## src/rtl/ym3438_pkg.sv

```systemverilog
// Shared sizes, write-kind encodings and write FSM states for the YM3438 detune sequencer.
package ym3438_pkg;

  localparam int NUM_SLOTS = 24;
  localparam int NUM_CH    = 6;
  localparam int NUM_OPS   = 4;
  localparam int DT_W      = 3;
  localparam int KC_W      = 5;

  localparam logic WR_KIND_DT = 1'b0;
  localparam logic WR_KIND_KC = 1'b1;

  typedef enum logic {
    WR_IDLE,
    WR_PEND
  } wr_state_e;

endpackage

```

## src/rtl/ym3438_slot_counter.sv

```systemverilog
// Channel/op/slot counters advanced once per c2 step; also exposes the post-step values
// so the parent can look up table entries for the slot about to be presented.
module ym3438_slot_counter
  import ym3438_pkg::*;
(
  input  logic       MCLK,
  input  logic       reset,
  input  logic       c2,
  output logic [4:0] slot,
  output logic [2:0] channel,
  output logic [1:0] op,
  output logic       sync,
  output logic [4:0] next_slot,
  output logic [2:0] next_channel
);

  logic       ch_wrap;
  logic [1:0] next_op;

  // Channel and op are kept as separate counters so no divide is needed downstream.
  always_comb begin
    ch_wrap      = (channel == 3'(NUM_CH - 1));
    next_channel = ch_wrap ? 3'd0 : channel + 3'd1;
    next_op      = op;
    if (ch_wrap) begin
      next_op = (op == 2'(NUM_OPS - 1)) ? 2'd0 : op + 2'd1;
    end
    next_slot = (slot == 5'(NUM_SLOTS - 1)) ? 5'd0 : slot + 5'd1;
  end

  always_ff @(posedge MCLK) begin
    if (reset) begin
      slot    <= 5'd0;
      channel <= 3'd0;
      op      <= 2'd0;
      sync    <= 1'b1;
    end else if (c2) begin
      slot    <= next_slot;
      channel <= next_channel;
      op      <= next_op;
      sync    <= (next_slot == 5'd0);
    end
  end

endmodule

```

## src/rtl/ym3438_dt_sequencer.sv

```systemverilog
// Slot sequencer and DT/KCODE parameter store feeding the detune block; writes are deferred
// until their target slot or channel comes round so presented values are never torn.
module ym3438_dt_sequencer
  import ym3438_pkg::*;
(
  input  logic            MCLK,
  input  logic            reset,
  input  logic            c1,
  input  logic            c2,
  input  logic            wr_req,
  input  logic            wr_kind,
  input  logic [4:0]      wr_addr,
  input  logic [4:0]      wr_data,
  output logic            wr_busy,
  output logic            wr_ack,
  output logic            wr_err,
  output logic [4:0]      slot,
  output logic [2:0]      channel,
  output logic [1:0]      op,
  output logic            sync,
  output logic [DT_W-1:0] dt,
  output logic [KC_W-1:0] kcode
);

  logic [4:0] next_slot;
  logic [2:0] next_channel;

  ym3438_slot_counter u_counter (
    .MCLK         (MCLK),
    .reset        (reset),
    .c2           (c2),
    .slot         (slot),
    .channel      (channel),
    .op           (op),
    .sync         (sync),
    .next_slot    (next_slot),
    .next_channel (next_channel)
  );

  logic [DT_W-1:0] dt_tab [NUM_SLOTS];
  logic [KC_W-1:0] kc_tab [NUM_CH];

  wr_state_e  state_q, state_d;
  logic       pend_kind;
  logic [4:0] pend_addr;
  logic [4:0] pend_data;
  logic       addr_ok, hit, latch_en, commit, err_d;

  always_comb begin
    addr_ok  = (wr_kind == WR_KIND_DT) ? (wr_addr < 5'(NUM_SLOTS)) : (wr_addr < 5'(NUM_CH));
    hit      = (pend_kind == WR_KIND_DT) ? (pend_addr == slot) : (pend_addr == {2'b00, channel});
    state_d  = state_q;
    latch_en = 1'b0;
    commit   = 1'b0;
    err_d    = 1'b0;
    case (state_q)
      WR_IDLE: begin
        if (c1 && wr_req) begin
          if (addr_ok) begin
            latch_en = 1'b1;
            state_d  = WR_PEND;
          end else begin
            err_d = 1'b1;
          end
        end
      end
      // Requests arriving here are dropped; the commit compares against the pre-step slot.
      WR_PEND: begin
        if (c2 && hit) begin
          commit  = 1'b1;
          state_d = WR_IDLE;
        end
      end
      default: state_d = WR_IDLE;
    endcase
  end

  always_ff @(posedge MCLK) begin
    if (reset) begin
      state_q   <= WR_IDLE;
      wr_ack    <= 1'b0;
      wr_err    <= 1'b0;
      pend_kind <= WR_KIND_DT;
      pend_addr <= 5'd0;
      pend_data <= 5'd0;
    end else begin
      state_q <= state_d;
      wr_ack  <= commit;
      wr_err  <= err_d;
      if (latch_en) begin
        pend_kind <= wr_kind;
        pend_addr <= wr_addr;
        pend_data <= wr_data;
      end
    end
  end

  assign wr_busy = (state_q == WR_PEND);

  always_ff @(posedge MCLK) begin
    if (reset) begin
      for (int i = 0; i < NUM_SLOTS; i++) dt_tab[i] <= '0;
      for (int i = 0; i < NUM_CH; i++)    kc_tab[i] <= '0;
    end else if (commit) begin
      if (pend_kind == WR_KIND_DT) dt_tab[pend_addr] <= pend_data[DT_W-1:0];
      else                         kc_tab[pend_addr[2:0]] <= pend_data;
    end
  end

  // The entry just committed belongs to the slot being left, so the lookup never needs a bypass.
  always_ff @(posedge MCLK) begin
    if (reset) begin
      dt    <= '0;
      kcode <= '0;
    end else if (c2) begin
      dt    <= dt_tab[next_slot];
      kcode <= kc_tab[next_channel];
    end
  end

endmodule

```

## config.mk

```make
export PLATFORM = sky130hd
export DESIGN_NAME = ym3438_dt_sequencer
export DESIGN_NICKNAME = d
export VERILOG_FILES = /design/src/rtl/ym3438_pkg.sv /design/src/rtl/ym3438_slot_counter.sv /design/src/rtl/ym3438_dt_sequencer.sv
export SDC_FILE = /design/constraint.sdc
export NUM_CORES = 1
export LEC_CHECK = 0
export CAP_MARGIN = 20
export CORE_MARGIN = 2
export CORE_UTILIZATION = 58
export DETAILED_ROUTE_END_ITERATION = 10
export GPL_TIMING_DRIVEN = 0
export PLACE_DENSITY = 0.77
export SETUP_SLACK_MARGIN = 0.3
export SLEW_MARGIN = 20
export SYNTH_ARGS = -nofsm -noshare
export SYNTH_HDL_FRONTEND = slang
export SYNTH_SLANG_ARGS = --single-unit
export TNS_END_PERCENT = 10
```

## constraint.sdc

```tcl
create_clock -name MCLK -period 5.2 [get_ports MCLK]
set_input_delay 1.04 -clock MCLK [delete_from_list [all_inputs] [get_ports MCLK]]
set_output_delay 1.04 -clock MCLK [all_outputs]
set_load 0.005 [all_outputs]
```

**After elaboration in Yosys (flattened, before gate mapping)**

Memory sizes are Yosys's and may differ from the RTL's. A register that Yosys moved wholly into a read port is not among the register bits.
Index checks and enable logic that the tools add are counted.

- Reduce and logical (&&, ||, !) cells: 7
- Bitwise operators: 2
- Eq/ne operators: 5
- $add $sub $neg: 3
- Mux-type cells: 29
- Order comparisons: 2

Operator list:

| operator | number |
|---|---|
| $mux 1 | 21 |
| $mux 5 | 3 |
| $mux 3 | 3 |
| $reduce_or 3->1 | 2 |
| $add 5x1->5 const B | 1 |
| $eq 5x3->1 | 1 |
| $eq 5x5->1 | 1 |
| $eq 5x5->1 const B | 1 |
| $logic_not 5->1 | 1 |
| $lt 5x3->1 const B | 1 |
| $lt 5x5->1 const B | 1 |
| $reduce_or 5->1 | 1 |
| $add 3x1->3 const B | 1 |
| $eq 3x3->1 const B | 1 |
| $add 2x1->2 const B | 1 |
| $eq 2x2->1 const B | 1 |
| $logic_and 1x1->1 | 2 |
| $mux 2 | 1 |
| $not 1->1 | 2 |
| $pmux 1 s2 | 1 |
| $reduce_and 2->1 | 1 |

- Memory bits (writable): 102
- Memories kept: 2
- Output and inout port bits: 22
- Bits of input ports: 16
- Word-level logic and storage cells: 60
- Register bits: 25

Memories:

| memory | words | bits a word | rd ports | clocked after memory_dff | wr ports | RTL line | RTL |
|---|---|---|---|---|---|---|---|
| dt_tab | 24 | 3 | 1 | 1 | 24 | ym3438_dt_sequencer.sv:40 | `logic [DT_W-1:0] dt_tab [NUM_SLOTS];` |
| kc_tab | 6 | 5 | 1 | 1 | 6 | ym3438_dt_sequencer.sv:41 | `logic [KC_W-1:0] kc_tab [NUM_CH];` |

**Depth between registers and ports, before layout**

Gate-level depths: netlist of the first run.

- Word-level depth: 10
- Gate-level depth with buffers: 9
- Gate-level depth less buffers: 7

**Modules after synthesis**

From an unflattened synthesis of the first run, not the netlist that was laid out.

- Cell total of the unflattened synthesis: 643
- Area, all modules: 7907.6 um2

By module, submodules not included:

| module | seq. area each (um2) | instances | cells an instance | area an instance (um2) |
|---|---|---|---|---|
| ym3438_dt_sequencer | 4524.3 | 1 | 573 | 7304.5 |
| ym3438_slot_counter | 220.2 | 1 | 70 | 603.1 |

**Worst setup path before layout of the first run**

No wires, ideal clock.

- Path type: input -> register
- Start: input port reset
- End: memory dt_tab[25][0], enable pin
- Setup time: 319 ps
- Arrival: 2277 ps
- Stages: 7
- Setup slack: 2604 ps
- Data required time: 4881 ps
- Path buffers: 3
- Path through: clkbuf_1 inv_1 nand4_1 buf_2 or3_4 buf_6 nor2_1

RTL lines:

| what | RTL line | RTL |
|---|---|---|
| start, declared | ym3438_dt_sequencer.sv:7 | `input logic reset,` |
| end, declared | ym3438_dt_sequencer.sv:40 |  |

==> impl_summary.txt, run 1 <==
----------------------------------------------------
[Clock network]
  Num Clock Sinks ... 164
  Worst-path clk slew ... 0.07 ns
  Clock buffer count from CTS ... 17
  CTS tree ... done
  Buffers from clock root to sink, at most ... 2
  Cts repair resizes ... 0
  H-tree lvl count ... 4
  Post-CTS Setup Inserts ... 0
  Root buffer cell ... sky130_fd_sc_hd__clkbuf_16
  Number of hold buffers added after cts ... 0
  Worst-skew pair later-pin latency ... roughly 0.43 ns

[Routing]
  Number of iterations in the first detailed-routing pass ... 6
  Vias ... between 5000 and 6000
  Detailed-route vias per instance ... 6.307
  Drt wl/cell ... around 23 um
  Routed wire length ... between 15000 and 20000 um
  DRC marker count from the first detailed-route iteration ... 860
  Count of unresolved DRC violations after routing ... 0
  Post-detailed-route count of antenna-violating nets ... 0

[Synthesis]
  Number of flops mapped to enable cells by yosys ... 131
  Seq/Total Area, Yosys ... between 60% and 70%
  Syn Nets ... between 600 and 700
  Number of instances in the synthesized netlist ... 601
  Most common flop cell mapped by yosys ... sky130_fd_sc_hd__edfxtp_1
  Largest cells by area after synthesis ... sky130_fd_sc_hd__edfxtp_1 52%, sky130_fd_sc_hd__dfxtp_1 8.7%, sky130_fd_sc_hd__mux4_2 6.8%
  Proportion of netlist area held by the largest area contributor ... 51.75%
  Most common library cells after synthesis ... 131 x sky130_fd_sc_hd__edfxtp_1, 114 x sky130_fd_sc_hd__nor2_1, 40 x sky130_fd_sc_hd__nand2_1
  Share of flip-flops with an asynchronous set or reset after synthesis ... 0%
  Count of cell types in the netlist ... 60
  Post-synthesis sequential element count ... around 160
  Most used standard cell by instance count after synthesis ... sky130_fd_sc_hd__edfxtp_1
  Cell type with the largest total area after synthesis ... sky130_fd_sc_hd__edfxtp_1
  Syn. warnings ... 0
  Mean instance size in the synthesized netlist ... between 10 and 15 um2
  Post-synthesis cell area ... 7601 um2

[Timing]
  Achievable clock frequency ... 0.3128 GHz
  Worst rel slew slack ... between 30 and 40%
  Tmin final ... ~3.2 ns
  Endpoints failing hold ... 0
  Final worst-path cycle share ... 61.48%
  Actual slew at the worst max-slew pin ... about 0.95 ns
  Endpoints failing setup ... 0
  Worst Clk Skew ... approximately 0.0075 ns
  Final Slew Violations ... 0
  RSZ-0062 raised after global routing ... no
  Setup TNS ... 0 ns

[Hold path]
  Min-delay worst type ... flip-flop to flip-flop
  Hold EP ... u_counter.op[1]
  Critical hold path startpoint ... u_counter.op[1]
  Hold Path Depth ... 2

[Power and ir drop]
  Power density over the cells ... between 300 and 400 nW/um2
  Total design power ... between 2 and 3 mW
  Static leakage power ... ~3.0 nW
  Worst voltage drop across the vdd grid ... 0.1855 mV

[Global route]
  Total congestion overflow ... 0
  Global-route usage over all layers ... approximately 28%
  Wire length of the first global-routing pass ... roughly 29000 um
  Antenna violations before repair ... 0
  Largest net degree at the start of global routing ... 17
  Via count of the first global-routing pass ... 5221

[Layout]
  Area overhead of the layout relative to synthesis ... 15.29%
  Post-layout instance count excluding filler cells ... 841
  Share of post-route cells with drive strength above 1 ... between 10% and 20%
  Layout net count ... approximately 680
  ANT cells ... 0

[Critical path]
  Data arrival time of the worst path ... approximately 3.3 ns
  Worst r2r src ... u_counter.slot[0]
  Reg-to-reg slack, setup ... 2.02 ns
  Reg2Reg Capture Point ... dt[2]
  Category of the most critical setup path ... input port to flip-flop
  Launching element type of the critical path ... input port
  Cell count of the worst reg-to-reg path ... 8
  Critical path required time ... 5.33 ns
  Biggest fanout along the worst timing path ... 9
  CP endpoint kind ... flip-flop

[Floorplanning]
  Width of the chip ... ~120 um
  Placement row count ... just over 40
  Chip height ... approximately 120 um
  Initial core utilization ... roughly three fifths
  Die area ... 14040 um2
  Io pins ... 38
  Core Footprint ... around 13000 um2

[Flow run]
  Number of max-cap violations ... 0

[Run status]
  Outcome ... complete, no violations

[Placed design]
  Number of placed instances with taps included ... just over 800
  Total of buffers placed on input and output ports ... 36
  Half-perimeter wire length after detailed placement ... between 10000 and 15000 um
  Gp weighted congestion ... roughly 0.89

----------------------------------------------------
metrics by stage:
stage               utilization [%]  area [um2]  hold WS [ns]  setup slack [ns]
finish                        68.88        8763        0.4763             2.003
global route                  68.88        8763        0.5011             1.839
CTS                           68.82        8756        0.4801             2.016
detailed placement            64.27        8177        0.4716             1.634
global placement              64.27        8177        0.4621             1.679
floorplan                         -        7601        0.4689             2.604
critical path, stage by stage:
cell	delay, ns
sky130_fd_sc_hd__clkdlybuf4s50_1	0.62
sky130_fd_sc_hd__and3_1	0.24
sky130_fd_sc_hd__nand4_1	0.16
sky130_fd_sc_hd__buf_2	0.24
sky130_fd_sc_hd__nor4_2	0.73
sky130_fd_sc_hd__a21o_1	0.30
registers in the layout (all words and copies together) (netlist names):
signal / count
kc_tab: 35
u_counter.channel: 3
dt_tab: 96
u_counter.sync: 1
u_counter.slot: 5
pend_data: 5
u_counter.op: 2
kcode: 5
wr_ack: 1
pend_kind: 1
dt: 3
wr_err: 1
pend_addr: 5
wr_busy: 1
worst max path at each step:
stage,from,to,slack [ns],cells after the start
floorplan,reset,dt_tab[25][0],2.60,7
global placement,c2,dt_tab[18][1],1.68,6
detailed placement,c2,dt_tab[22][2],1.63,6
CTS,u_counter.slot[0],dt[0],2.02,8
global route,u_counter.slot[0],dt[0],1.84,8
finish,c2,dt_tab[22][0],2.00,6
area by class of cell:
class,count,area (um2)
Sequential cell,164,4594
Fill cell,926,3959
Multi-Input combinational cell,388,2776
Clock buffer,22,486.7
Timing Repair Buffer,36,360.3
Buffer,43,215.2
Tap cell,172,215.2
Clock inverter,10,92.59
Inverter,6,22.52
metal layers:
layer  part of all wire, %  vias to the layer above  global-route usage (%)
li1                      -                     2329                       -
met1                    39                     2590                   38.36
met2                    47                      341                   43.89
met3                    11                       44                   6.757
met4                   2.7                        0                   11.61
met5                     0                        -                       0
cell families after synthesis:
group           after synthesis  share of synthesized area (%)
simple gates                245                          15.56
flops                       164                          60.44
compound gates               78                          7.408
mux                          57                          12.40
buf+inv                      49                          3.127
xor+xnor                      5                         0.5761
fa+ha+maj                     3                         0.4939
report_power, final:
| part | leakage [nW] | switching (mW) | internal, mW |
|---|---|---|---|
| Combinational | 1.22 | 0.147 | 0.117 |
| Clock | 0.273 | 0.512 | 0.716 |
| Sequential | 1.54 | 0.0256 | 1.45 |
| Total | 3.04 | 0.684 | 2.28 |
placed cells by master, fill, tap and decap left out, drive strengths merged, types with 2 or more instances in the layout:
cell	n
nor3	12
a211oi	7
nor2	114
mux2i	27
nor2b	4
clkbuf	53
and2	26
dfxtp	33
a21oi	10
a211o	2
edfxtp	131
nand2	40
or4	2
inv	6
nor3b	6
o22ai	2
or3	2
xnor2	4
clkinvlp	4
buf	12
nand2b	4
o21ai	9
a31oi	3
nor4	4
mux2	2
clkdlybuf4s50	36
a21o	24
a32oi	3
mux4	28
or2	5
clkinv	5
a22oi	6
ha	3
and3b	2
nand3	11
and3	9
Power figures use the tool's default switching activity.
==> inputs of run 2 (changes only) <==
==> constraint.sdc (replaced) <==
create_clock -name MCLK -period 2.95 [get_ports MCLK]
set_input_delay 0.59 -clock MCLK [delete_from_list [all_inputs] [get_ports MCLK]]
set_output_delay 0.59 -clock MCLK [all_outputs]
set_load 0.005 [all_outputs]
==> impl_summary.txt, run 2 (synthesized netlist as in run 1, its figures left out) <==
----------------------------------------------------
[Routing]
  Number of iterations in the first detailed-routing pass ... 5
  Routed wire length ... approximately 19000 um
  DRC marker count from the first detailed-route iteration ... between 800 and 900
  Detailed-route vias per instance ... roughly 6.3
  Post-detailed-route count of antenna-violating nets ... 0
  Count of unresolved DRC violations after routing ... 0
  Vias ... between 5000 and 6000
  Drt wl/cell ... between 20 and 25 um

[Floorplanning]
  Initial core utilization ... approximately 60%
  Chip height ... between 100 and 150 um
  Placement row count ... 41
  Core Footprint ... ~13000 um2
  Die area ... ~14000 um2
  Io pins ... 38
  Width of the chip ... around 120 um

[Timing]
  Final Slew Violations ... 0
  Final worst-path cycle share ... between 90% and 100%
  RSZ-0062 raised after global routing ... yes
  Worst Clk Skew ... between 0.008 and 0.009 ns
  Tmin final ... roughly 2.8 ns
  Setup TNS ... 0 ns
  Endpoints failing hold ... 0
  Worst rel slew slack ... around 47%
  Actual slew at the worst max-slew pin ... approximately 0.8 ns
  Achievable clock frequency ... roughly 0.35 GHz
  Endpoints failing setup ... 0

[Placed design]
  Post-DP Area ... 8177 um2
  Total of buffers placed on input and output ports ... 36
  Number of placed instances with taps included ... roughly 810
  Half-perimeter wire length after detailed placement ... 12660 um
  Gp weighted congestion ... ~0.89

[Power and ir drop]
  Worst voltage drop across the vdd grid ... roughly 0.33 mV
  Switching part of the total ... between 20% and 30%
  Sequential Power Share ... 49.5%
  Power density over the cells ... slightly below 600 nW/um2
  Static leakage power ... 3.076 nW
  Internal power consumption ... between 4 and 5 mW
  Switching pwr ... approximately 1.2 mW
  Fraction of power consumed by the clock network ... about two fifths
  Combinational fraction of design power ... ~9%

[Global route]
  Antenna violations before repair ... 0
  Wire length of the first global-routing pass ... just under 30000 um
  Largest net degree at the start of global routing ... 17
  Via count of the first global-routing pass ... around 5200
  Total congestion overflow ... 0
  Global-route usage over all layers ... between 20% and 30%

[Clock network]
  Buffers from clock root to sink, at most ... 2
  Worst-skew pair later-pin latency ... ~0.43 ns
  Num Clock Sinks ... approximately 160
  CTS tree ... done
  Worst-path clk slew ... around 0.070 ns
  Root buffer cell ... sky130_fd_sc_hd__clkbuf_16
  H-tree lvl count ... 4
  Clock buffer count from CTS ... 17

[Critical path]
  Launching element type of the critical path ... flip-flop
  Biggest fanout along the worst timing path ... 10
  Reg-to-reg slack, setup ... 0.11 ns
  Data arrival time of the worst path ... 2.97 ns
  Category of the most critical setup path ... flip-flop to flip-flop
  Critical path required time ... slightly above 3 ns
  CP endpoint kind ... flip-flop

[Layout]
  Layout net count ... between 600 and 700
  Flip-flop count of the largest register after layout ... 96
  Post-layout instance count excluding filler cells ... ~840
  Share of post-route cells with drive strength above 1 ... roughly 15%
  Commonest non-fill, non-tap cells in the layout ... 131 x sky130_fd_sc_hd__edfxtp_1, 108 x sky130_fd_sc_hd__nor2_1, 40 x sky130_fd_sc_hd__nand2_1, 36 x sky130_fd_sc_hd__clkdlybuf4s50_1, 32 x sky130_fd_sc_hd__dfxtp_1
  Largest registers ... dt_tab x96, kc_tab x35
  Most common library cell in the layout ignoring fill and taps ... sky130_fd_sc_hd__edfxtp_1
  Post-route design area ... between 8000 and 9000 um2
  Area overhead of the layout relative to synthesis ... 16.76%
  ANT cells ... 0
  Register ranked first by flip-flop count ... dt_tab

[Hold path]
  Min-delay worst type ... flip-flop to flip-flop

[Flow run]
  Number of max-cap violations ... 0

[Run status]
  Outcome ... complete, no violations

----------------------------------------------------
==> run 2: final timing paths <==
check / startpoint / to / cells after the start
setup / recovery: pend_kind / dt_tab[28][1] / 8
hold / removal: u_counter.op[1] / u_counter.op[1] / 2
setup reg to reg: pend_kind / dt_tab[28][1] / 8
hold reg to reg: u_counter.op[1] / u_counter.op[1] / 2
==> run 2: power by group through the flow <==
stage	sequential [mW]	clock (mW)	combinational, mW
2_1_floorplan	2.63	0	0.295
3_3_place_gp	2.64	0	0.450
3_5_place_dp	2.65	0	0.457
4_1_cts	2.60	2.16	0.471
5_1_grt	2.61	2.27	0.509
6_report	2.60	2.17	0.479
==> run 2: repair_timing <==
item / in CTS / in global routing
endpoints found under the setup margin: 109 / 138
pin swaps: 1 / 0
setup buffers: 2 / 0
hold buffers: 0 / 0
cloned: 0 / 0
resized for setup: 12 / 17
==> run 2: worst max-delay path, stage by stage (launching register included) <==
cell and delay [ns]:
sky130_fd_sc_hd__dfxtp_1 0.37, sky130_fd_sc_hd__buf_6 0.18, sky130_fd_sc_hd__mux2i_2 0.30, sky130_fd_sc_hd__xnor2_1 0.12, sky130_fd_sc_hd__a211oi_2 0.23, sky130_fd_sc_hd__nand4_1 0.18
sky130_fd_sc_hd__or4_1 0.48, sky130_fd_sc_hd__clkbuf_1 0.38, sky130_fd_sc_hd__nor2_2 0.30
==> run 2: final cells by class <==
type	count	area [um2]
plain buffers	43	227.7
multi-input cells	388	2845
clock buffers	22	486.7
flip-flops and latches	164	4596
repair buffers	38	387.9
well taps	172	215.2
clock inverters	10	92.59
fillers	911	3847
inverters	6	23.77
==> run 2: metal layers <==
layer	GRT usage [%]	up-vias	wire, um
li1	-	2334	-
met1	38.36	2587	7430
met2	43.93	357	8976
met3	6.902	53	2146
met4	12.43	0	558
met5	0	-	0
==> run 2: through the flow <==
stage	setup slack [ns]	util, %	power (mW)	hold WS, ns
5_1_grt	0.05881	69.76	5.389	0.5014
4_1_cts	0.1645	69.37	5.233	0.4801
3_3_place_gp	-0.1625	64.27	3.092	0.4621
3_5_place_dp	-0.2639	64.27	3.106	0.4716
2_1_floorplan	0.4478	-	2.926	0.4689
6_report	0.1053	69.76	5.257	0.4785
